==> src/rtl/pipe_ctrl_unit_if.sv <==
// Control-path bundle between the ID/EX/MEM/WB datapath and pipe_ctrl_unit.
// The master side drives the ID-stage instruction fields and the EX redirect; the slave side returns the stage controls.
interface pipe_ctrl_unit_if #(
    parameter int unsigned RA_W = 5
);
    // ID-stage instruction fields and the EX-resolved redirect
    logic            id_valid;
    logic [6:0]      id_opcode;
    logic [RA_W-1:0] id_rs1;
    logic [RA_W-1:0] id_rs2;
    logic [RA_W-1:0] id_rd;
    logic            ex_redirect;

    // ID/EX controls
    logic            ex_valid;
    logic            ex_alusrc;
    logic            ex_branch;
    logic            ex_jalrsel;
    logic            ex_illegal;
    logic [1:0]      ex_aluop;
    logic [RA_W-1:0] ex_rd;

    // EX/MEM controls
    logic            mem_valid;
    logic            mem_memread;
    logic            mem_memwrite;
    logic [RA_W-1:0] mem_rd;

    // MEM/WB controls
    logic            wb_valid;
    logic            wb_regwrite;
    logic            wb_memtoreg;
    logic [1:0]      wb_rwsel;
    logic [RA_W-1:0] wb_rd;

    // Front-end hazard controls and sticky status
    logic            pc_stall;
    logic            ifid_stall;
    logic            ifid_flush;
    logic            illegal_seen;

    modport master (
        output id_valid, id_opcode, id_rs1, id_rs2, id_rd, ex_redirect,
        input  ex_valid, ex_alusrc, ex_branch, ex_jalrsel, ex_illegal, ex_aluop, ex_rd,
        input  mem_valid, mem_memread, mem_memwrite, mem_rd,
        input  wb_valid, wb_regwrite, wb_memtoreg, wb_rwsel, wb_rd,
        input  pc_stall, ifid_stall, ifid_flush, illegal_seen
    );

    modport slave (
        input  id_valid, id_opcode, id_rs1, id_rs2, id_rd, ex_redirect,
        output ex_valid, ex_alusrc, ex_branch, ex_jalrsel, ex_illegal, ex_aluop, ex_rd,
        output mem_valid, mem_memread, mem_memwrite, mem_rd,
        output wb_valid, wb_regwrite, wb_memtoreg, wb_rwsel, wb_rd,
        output pc_stall, ifid_stall, ifid_flush, illegal_seen
    );
endinterface

==> src/rtl/pipe_ctrl_unit.sv <==
// RV32I main control: ID decode carried through ID/EX, EX/MEM, MEM/WB (+1/+2/+3 cycles); no back-pressure downstream.
// Load-use inserts one EX bubble and holds PC/IF-ID; an EX redirect flushes IF/ID and bubbles ID/EX, taking priority.
module pipe_ctrl_unit #(
    parameter int unsigned RA_W           = 5,
    parameter bit          LOAD_USE_STALL = 1'b1,
    parameter bit          X0_WRITE_MASK  = 1'b1
) (
    input  logic            clk,
    input  logic            rst_n,
    pipe_ctrl_unit_if.slave bus
);

    localparam logic [6:0] OP_R      = 7'b0110011;
    localparam logic [6:0] OP_IALU   = 7'b0010011;
    localparam logic [6:0] OP_LOAD   = 7'b0000011;
    localparam logic [6:0] OP_STORE  = 7'b0100011;
    localparam logic [6:0] OP_BRANCH = 7'b1100011;
    localparam logic [6:0] OP_JAL    = 7'b1101111;
    localparam logic [6:0] OP_JALR   = 7'b1100111;
    localparam logic [6:0] OP_LUI    = 7'b0110111;
    localparam logic [6:0] OP_AUIPC  = 7'b0010111;

    typedef struct packed {
        logic            valid;
        logic            illegal;
        logic            alusrc;
        logic            memtoreg;
        logic            regwrite;
        logic            memread;
        logic            memwrite;
        logic [1:0]      aluop;
        logic            branch;
        logic            jalrsel;
        logic [1:0]      rwsel;
        logic [RA_W-1:0] rd;
    } idex_t;

    typedef struct packed {
        logic            valid;
        logic            memtoreg;
        logic            regwrite;
        logic            memread;
        logic            memwrite;
        logic [1:0]      rwsel;
        logic [RA_W-1:0] rd;
    } exmem_t;

    typedef struct packed {
        logic            valid;
        logic            memtoreg;
        logic            regwrite;
        logic [1:0]      rwsel;
        logic [RA_W-1:0] rd;
    } memwb_t;

    idex_t  dec;
    idex_t  idex_d,  idex_q;
    exmem_t exmem_d, exmem_q;
    memwb_t memwb_d, memwb_q;
    logic   seen_d,  seen_q;

    logic   rs1_used;
    logic   rs2_used;
    logic   rs1_hit;
    logic   rs2_hit;
    logic   load_use_raw;
    logic   load_use;
    logic   redirect;

    // ID decode; rd and valid travel with the slot even when the opcode decodes to nothing
    always_comb begin
        dec       = '0;
        rs1_used  = 1'b0;
        rs2_used  = 1'b0;
        dec.valid = bus.id_valid;
        dec.rd    = bus.id_rd;
        if (bus.id_valid) begin
            unique case (bus.id_opcode)
                OP_R: begin
                    dec.regwrite = 1'b1;
                    dec.aluop    = 2'b10;
                    rs1_used     = 1'b1;
                    rs2_used     = 1'b1;
                end
                OP_IALU: begin
                    dec.alusrc   = 1'b1;
                    dec.regwrite = 1'b1;
                    dec.aluop    = 2'b10;
                    rs1_used     = 1'b1;
                end
                OP_LOAD: begin
                    dec.alusrc   = 1'b1;
                    dec.memtoreg = 1'b1;
                    dec.regwrite = 1'b1;
                    dec.memread  = 1'b1;
                    rs1_used     = 1'b1;
                end
                OP_STORE: begin
                    dec.alusrc   = 1'b1;
                    dec.memwrite = 1'b1;
                    rs1_used     = 1'b1;
                    rs2_used     = 1'b1;
                end
                OP_BRANCH: begin
                    dec.aluop    = 2'b01;
                    dec.branch   = 1'b1;
                    rs1_used     = 1'b1;
                    rs2_used     = 1'b1;
                end
                OP_JAL: begin
                    dec.regwrite = 1'b1;
                    dec.aluop    = 2'b11;
                    dec.branch   = 1'b1;
                    dec.rwsel    = 2'b01;
                end
                OP_JALR: begin
                    dec.alusrc   = 1'b1;
                    dec.regwrite = 1'b1;
                    dec.jalrsel  = 1'b1;
                    dec.rwsel    = 2'b01;
                    rs1_used     = 1'b1;
                end
                OP_LUI: begin
                    dec.regwrite = 1'b1;
                    dec.aluop    = 2'b11;
                    dec.rwsel    = 2'b10;
                end
                OP_AUIPC: begin
                    dec.regwrite = 1'b1;
                    dec.rwsel    = 2'b11;
                end
                default: begin
                    dec.illegal  = 1'b1;
                end
            endcase
        end
    end

    // A load in EX whose rd (never x0) feeds a source actually read by the ID instruction
    assign rs1_hit      = rs1_used & (bus.id_rs1 == idex_q.rd);
    assign rs2_hit      = rs2_used & (bus.id_rs2 == idex_q.rd);
    assign load_use_raw = idex_q.valid & idex_q.memread & (idex_q.rd != '0) &
                          bus.id_valid & (rs1_hit | rs2_hit);
    assign load_use     = LOAD_USE_STALL & load_use_raw;
    assign redirect     = bus.ex_redirect & idex_q.valid;

    always_comb begin
        idex_d = dec;
        if (redirect || load_use) begin
            idex_d = '0;
        end
    end

    always_comb begin
        exmem_d          = '0;
        exmem_d.valid    = idex_q.valid;
        exmem_d.memtoreg = idex_q.memtoreg;
        exmem_d.regwrite = idex_q.regwrite;
        exmem_d.memread  = idex_q.memread;
        exmem_d.memwrite = idex_q.memwrite;
        exmem_d.rwsel    = idex_q.rwsel;
        exmem_d.rd       = idex_q.rd;
    end

    always_comb begin
        memwb_d          = '0;
        memwb_d.valid    = exmem_q.valid;
        memwb_d.memtoreg = exmem_q.memtoreg;
        memwb_d.regwrite = exmem_q.regwrite;
        memwb_d.rwsel    = exmem_q.rwsel;
        memwb_d.rd       = exmem_q.rd;
    end

    assign seen_d = seen_q | idex_q.illegal;

    always_ff @(posedge clk or negedge rst_n) begin
        if (!rst_n) begin
            idex_q  <= '0;
            exmem_q <= '0;
            memwb_q <= '0;
            seen_q  <= 1'b0;
        end else begin
            idex_q  <= idex_d;
            exmem_q <= exmem_d;
            memwb_q <= memwb_d;
            seen_q  <= seen_d;
        end
    end

    assign bus.ifid_flush   = redirect;
    assign bus.pc_stall     = load_use & ~redirect;
    assign bus.ifid_stall   = load_use & ~redirect;

    assign bus.ex_valid     = idex_q.valid;
    assign bus.ex_alusrc    = idex_q.alusrc;
    assign bus.ex_branch    = idex_q.branch;
    assign bus.ex_jalrsel   = idex_q.jalrsel;
    assign bus.ex_illegal   = idex_q.illegal;
    assign bus.ex_aluop     = idex_q.aluop;
    assign bus.ex_rd        = idex_q.rd;

    assign bus.mem_valid    = exmem_q.valid;
    assign bus.mem_memread  = exmem_q.memread;
    assign bus.mem_memwrite = exmem_q.memwrite;
    assign bus.mem_rd       = exmem_q.rd;

    // Writes to x0 are dropped here so the register file never needs its own guard
    assign bus.wb_valid     = memwb_q.valid;
    assign bus.wb_regwrite  = memwb_q.regwrite & ~(X0_WRITE_MASK & (memwb_q.rd == '0));
    assign bus.wb_memtoreg  = memwb_q.memtoreg;
    assign bus.wb_rwsel     = memwb_q.rwsel;
    assign bus.wb_rd        = memwb_q.rd;

    // Visible in the same cycle the illegal op sits in EX, then held by seen_q
    assign bus.illegal_seen = seen_q | idex_q.illegal;

endmodule

==> src/flat_wrapper.sv <==
// flat-port wrapper written by rule: the top's interface ports become plain ports
module pipe_ctrl_unit_flat 
#(
    parameter int unsigned RA_W           = 5,
    parameter bit          LOAD_USE_STALL = 1'b1,
    parameter bit          X0_WRITE_MASK  = 1'b1
)
  (clk, rst_n, bus_id_valid, bus_id_opcode, bus_id_rs1, bus_id_rs2, bus_id_rd, bus_ex_redirect, bus_ex_valid, bus_ex_alusrc, bus_ex_branch, bus_ex_jalrsel, bus_ex_illegal, bus_ex_aluop, bus_ex_rd, bus_mem_valid, bus_mem_memread, bus_mem_memwrite, bus_mem_rd, bus_wb_valid, bus_wb_regwrite, bus_wb_memtoreg, bus_wb_rwsel, bus_wb_rd, bus_pc_stall, bus_ifid_stall, bus_ifid_flush, bus_illegal_seen);
  pipe_ctrl_unit_if #(.RA_W(RA_W)) bus_i ();
  input  logic clk;
  input  logic rst_n;
  input wire logic [$bits(bus_i.id_valid)-1:0] bus_id_valid;
  input wire logic [$bits(bus_i.id_opcode)-1:0] bus_id_opcode;
  input wire logic [$bits(bus_i.id_rs1)-1:0] bus_id_rs1;
  input wire logic [$bits(bus_i.id_rs2)-1:0] bus_id_rs2;
  input wire logic [$bits(bus_i.id_rd)-1:0] bus_id_rd;
  input wire logic [$bits(bus_i.ex_redirect)-1:0] bus_ex_redirect;
  output wire logic [$bits(bus_i.ex_valid)-1:0] bus_ex_valid;
  output wire logic [$bits(bus_i.ex_alusrc)-1:0] bus_ex_alusrc;
  output wire logic [$bits(bus_i.ex_branch)-1:0] bus_ex_branch;
  output wire logic [$bits(bus_i.ex_jalrsel)-1:0] bus_ex_jalrsel;
  output wire logic [$bits(bus_i.ex_illegal)-1:0] bus_ex_illegal;
  output wire logic [$bits(bus_i.ex_aluop)-1:0] bus_ex_aluop;
  output wire logic [$bits(bus_i.ex_rd)-1:0] bus_ex_rd;
  output wire logic [$bits(bus_i.mem_valid)-1:0] bus_mem_valid;
  output wire logic [$bits(bus_i.mem_memread)-1:0] bus_mem_memread;
  output wire logic [$bits(bus_i.mem_memwrite)-1:0] bus_mem_memwrite;
  output wire logic [$bits(bus_i.mem_rd)-1:0] bus_mem_rd;
  output wire logic [$bits(bus_i.wb_valid)-1:0] bus_wb_valid;
  output wire logic [$bits(bus_i.wb_regwrite)-1:0] bus_wb_regwrite;
  output wire logic [$bits(bus_i.wb_memtoreg)-1:0] bus_wb_memtoreg;
  output wire logic [$bits(bus_i.wb_rwsel)-1:0] bus_wb_rwsel;
  output wire logic [$bits(bus_i.wb_rd)-1:0] bus_wb_rd;
  output wire logic [$bits(bus_i.pc_stall)-1:0] bus_pc_stall;
  output wire logic [$bits(bus_i.ifid_stall)-1:0] bus_ifid_stall;
  output wire logic [$bits(bus_i.ifid_flush)-1:0] bus_ifid_flush;
  output wire logic [$bits(bus_i.illegal_seen)-1:0] bus_illegal_seen;
  assign bus_i.id_valid = bus_id_valid;
  assign bus_i.id_opcode = bus_id_opcode;
  assign bus_i.id_rs1 = bus_id_rs1;
  assign bus_i.id_rs2 = bus_id_rs2;
  assign bus_i.id_rd = bus_id_rd;
  assign bus_i.ex_redirect = bus_ex_redirect;
  assign bus_ex_valid = bus_i.ex_valid;
  assign bus_ex_alusrc = bus_i.ex_alusrc;
  assign bus_ex_branch = bus_i.ex_branch;
  assign bus_ex_jalrsel = bus_i.ex_jalrsel;
  assign bus_ex_illegal = bus_i.ex_illegal;
  assign bus_ex_aluop = bus_i.ex_aluop;
  assign bus_ex_rd = bus_i.ex_rd;
  assign bus_mem_valid = bus_i.mem_valid;
  assign bus_mem_memread = bus_i.mem_memread;
  assign bus_mem_memwrite = bus_i.mem_memwrite;
  assign bus_mem_rd = bus_i.mem_rd;
  assign bus_wb_valid = bus_i.wb_valid;
  assign bus_wb_regwrite = bus_i.wb_regwrite;
  assign bus_wb_memtoreg = bus_i.wb_memtoreg;
  assign bus_wb_rwsel = bus_i.wb_rwsel;
  assign bus_wb_rd = bus_i.wb_rd;
  assign bus_pc_stall = bus_i.pc_stall;
  assign bus_ifid_stall = bus_i.ifid_stall;
  assign bus_ifid_flush = bus_i.ifid_flush;
  assign bus_illegal_seen = bus_i.illegal_seen;
  pipe_ctrl_unit #(.RA_W(RA_W), .LOAD_USE_STALL(LOAD_USE_STALL), .X0_WRITE_MASK(X0_WRITE_MASK)) u_core (.clk(clk), .rst_n(rst_n), .bus(bus_i));
endmodule
==> config.mk <==
export PLATFORM = sky130hd
export DESIGN_NAME = pipe_ctrl_unit_flat
export DESIGN_NICKNAME = d
export VERILOG_FILES = /design/src/rtl/pipe_ctrl_unit_if.sv /design/src/rtl/pipe_ctrl_unit.sv /design/src/flat_wrapper.sv
export SDC_FILE = /design/constraint.sdc
export NUM_CORES = 1
export LEC_CHECK = 0
export ABC_CLOCK_PERIOD_IN_PS = 1900
export BUFFER_PORTS_ARGS = -buffer_cell sky130_fd_sc_hd__buf_2
export CORE_MARGIN = 5
export CORE_UTILIZATION = 30
export CTS_BUF_LIST = sky130_fd_sc_hd__clkbuf_4 sky130_fd_sc_hd__clkbuf_8
export CTS_CLUSTER_DIAMETER = 120
export DETAILED_ROUTE_END_ITERATION = 16
export SETUP_SLACK_MARGIN = 0.4
export SYNTH_ARGS = -nofsm -noshare
export SYNTH_HDL_FRONTEND = slang
export SYNTH_SLANG_ARGS = --single-unit
export TNS_END_PERCENT = 100
==> constraint.sdc <==
create_clock -name clk -period 1.9 [get_ports clk]
set_input_delay 0.095 -clock clk [delete_from_list [all_inputs] [get_ports clk]]
set_output_delay 0.095 -clock clk [all_outputs]
set_load 0.02 [all_outputs]
==> results.md <==
* Outcome: completed
* F_max at ~530 MHz
* Post-synthesis simple-gate area fraction at approximately 18%
* Fin nets at ~230
* Largest net degree at the start of global routing at 40
* Area of the multi-input gates at ~620 um^2
* Initial DRC count at 35
* Synth top area share at 58.1%
* Worst-path clk slew at approximately 0.07 ns
* Crit start category: flip-flop
* Final setup skew at around 0.0032 ns
* Max_cap viols at 0
* Crit-path max FO at 3
* Remaining antenna violation count after routing at 0
* Vias in the first global route at 1263
* Endpoints failing setup at 0
* Overflow after GRT at 0
* N_diodes at 0
* Initial antenna violation count at 0
* HP Class: input pin to flip-flop
* Mean routed wirelength per cell at between 10 and 15 um
* Total GRT Usage at approximately 11%
* Commonest cells after routing, fill and taps aside: 56 x buf_2, 37 x dfrtp_1, 13 x nand2_1
* DRT Pass-1 Iters at 5
* Via density at around 4.5
* Seq/Total Area, Yosys at between 50% and 60%
* Die X at roughly 85 um
* Warnings from Yosys at 0
* Core area at about 0.0055 mm^2
* Final Power at 1.63 mW
* Hold_ws at approximately 0.025 ns
* FF+latch area at roughly 980 um^2
* Synthesis-to-layout area growth at 30.8%
* RSZ-0062 raised after global routing: true
* Row count at 27
* Worst Setup Slack post-DPL at 0.0492 ns
* CTS tree: yes
* First-pass GRT wire length at ~6.2 mm
* Routed vias at ~1200
* Mean post-synth cell area at ~11 um^2
* Leakage at about 1.1 nW
* Mapped Area at ~0.0017 mm^2
* I/O pin count at 60
* Top post-synthesis cells by area: dfrtp_1 58%, buf_4 8.0%, nor2_1 3.8%
* Crit path setup slack, layout at 0.0119 ns
* DRC violations left at 0
* Total wire length at 3.86 mm
* Clock buffer depth at 2
* CP arrival at between 1.5 and 2 ns
* Compound-Gate Fraction of Synth Area at 7.30%
* Post-synthesis mux area share at 0%
* Syn Inst Count at between 100 and 150
* CTS root buf: clkbuf_8
* Chip height at 84.8 um
* CTS sink count at 39
* Crit path kind: flip-flop to primary output
* Number of fill cells at around 570
* Num CTS Buffers at 5
* Initial Util at around 31%
* Final Max Slew Viols at 0
* Synth Area in XOR/XNOR at roughly 5.7%
* Post-Synth Adder-Cell Area at 0%
* Final Hold Viols at 0
* Synth cell types at 33
* Slew @ Worst Pin at 0.851 ns
* Max-slew headroom at roughly 43%
* Worst setup EP type: primary output
* Dpl hpwl at 2.84 mm
* Power density cells at between 700 and 800 mW/mm^2
* Fin cells at 270
* Share of cells above drive strength 1 at 47.5%
* Mapped Nets at 173
* Setup TNS at 0 ns
* Combinational family with the most area after synthesis: simple AND/OR/NAND/NOR gates
* Flops & latches, synth at 39
* Minimum clock period at approximately 1.9 ns
* Input/output buffers at 59
* Leading area contributor after synthesis: dfrtp_1
* Die area at ~0.0072 mm^2
* CP required at roughly 1.8 ns
* H-tree level count at 2
* Total placed cells including tap cells at between 200 and 300
* Maximum vdd drop at between 0.2 and 0.3 mV
* RD Place Congestion at 0.815
* Clk Latency, worst-skew pair at ~0.28 ns
* Commonest non-fill, non-tap cell in the layout: buf_2
* Tcrit/Tclk final at ~99%
-- critical path, stage by stage, from the launching register on --
cell and delay, ns:
dfrtp_1 0.40, or4_4 0.56, o2111ai_4 0.23, a21oi_4 0.05, and2_4 0.15, buf_6 0.12
-- path summary, 6_finish.rpt --
kind | from | end | slack [ns] | cells after the start
setup / recovery | u_core.bus.ex_rd[3] | bus_pc_stall | 0.01 | 5
hold reg to reg | u_core.exmem_d[9] | u_core.exmem_q[9] | 0.35 | 0
max in group asynchronous | rst_n | u_core.bus.ex_rd[0] | 0.84 | 2
hold / removal | bus_id_rd[4] | u_core.bus.ex_rd[4] | 0.03 | 3
setup reg to reg | u_core.bus.ex_rd[3] | u_core.bus.ex_branch | 0.03 | 6
min in group asynchronous | rst_n | u_core.bus.wb_valid | 0.47 | 2
-- Yosys cell counts (all sizes together) --
master,n
a21oi,2
nor3,3
and3b,1
dfrtp,39
a31oi,1
nand2,14
xnor2,4
o21a,1
o21ai,7
nand4,3
nand3,4
a21o,1
and2,1
or2,1
nor4b,1
nor2b,1
a2111oi,2
or4,2
or3,1
nor2,17
nor4,4
xor2,7
nand3b,2
inv,3
o2111ai,1
nand2b,1
clkbuf,1
buf,22
-- power breakdown --
group / leakage [nW] / switching, mW / internal (mW)
clock: 0.0406 / 0.248 / 0.259
sequential: 0.503 / 0.0222 / 0.861
combinational: 0.521 / 0.146 / 0.0895
-- through the flow --
stage | area [um^2] | utilization, %
after floorplan | 1680 | -
after global placement | 1920 | 35.0
after detailed placement | 1920 | 35.0
after CTS | 2130 | 39.0
after global routing | 2200 | 40.1
final | 2200 | 40.1
-- state kept, by name, summed over array words and instances (netlist names), 2 cells and up --
register and cells:
u_core.exmem_d 5, u_core.exmem_q 3, u_core.bus.ex_aluop 2, u_core.bus.wb_rwsel 2
u_core.bus.ex_rd 5, u_core.bus.mem_rd 5, u_core.bus.wb_rd 5
-- per-layer routing --
metal,up-vias,part of all wire [%],GRT usage [%]
met4,0,2.0,5.61
met5,-,0,0
met3,7,6.8,3.30
li1,573,-,-
met1,584,42,13.8
met2,44,49,17.5
-- cell type report --
type | count | share of cell area (%)
inverters | 3 | 0.513
well taps | 72 | 4.10
multi-input cells | 82 | 28.0
repair buffers | 68 | 19.4
clock buffers | 6 | 3.47
flip-flops and latches | 39 | 44.5
-- logic make-up (layout without fill, tap and decap cells) --
logic type / count (synthesis) / after routing
buffers and inverters: 26 / 77
XOR/XNOR: 11 / 11
AND/OR/NAND/NOR: 56 / 56
flip-flops: 39 / 39
AO/OA/AOI/OAI: 15 / 15
-- what timing repair did --
action | CTS | global route
pin swaps | 6 | 7
hold buffers | 1 | 0
hold endpoints to repair | 39 | 0
resized for setup | 23 | 9
setup buffers | 3 | 2
endpoints found under the setup margin | 18 | 19
No activity file was read; power rests on OpenSTA's default activity.
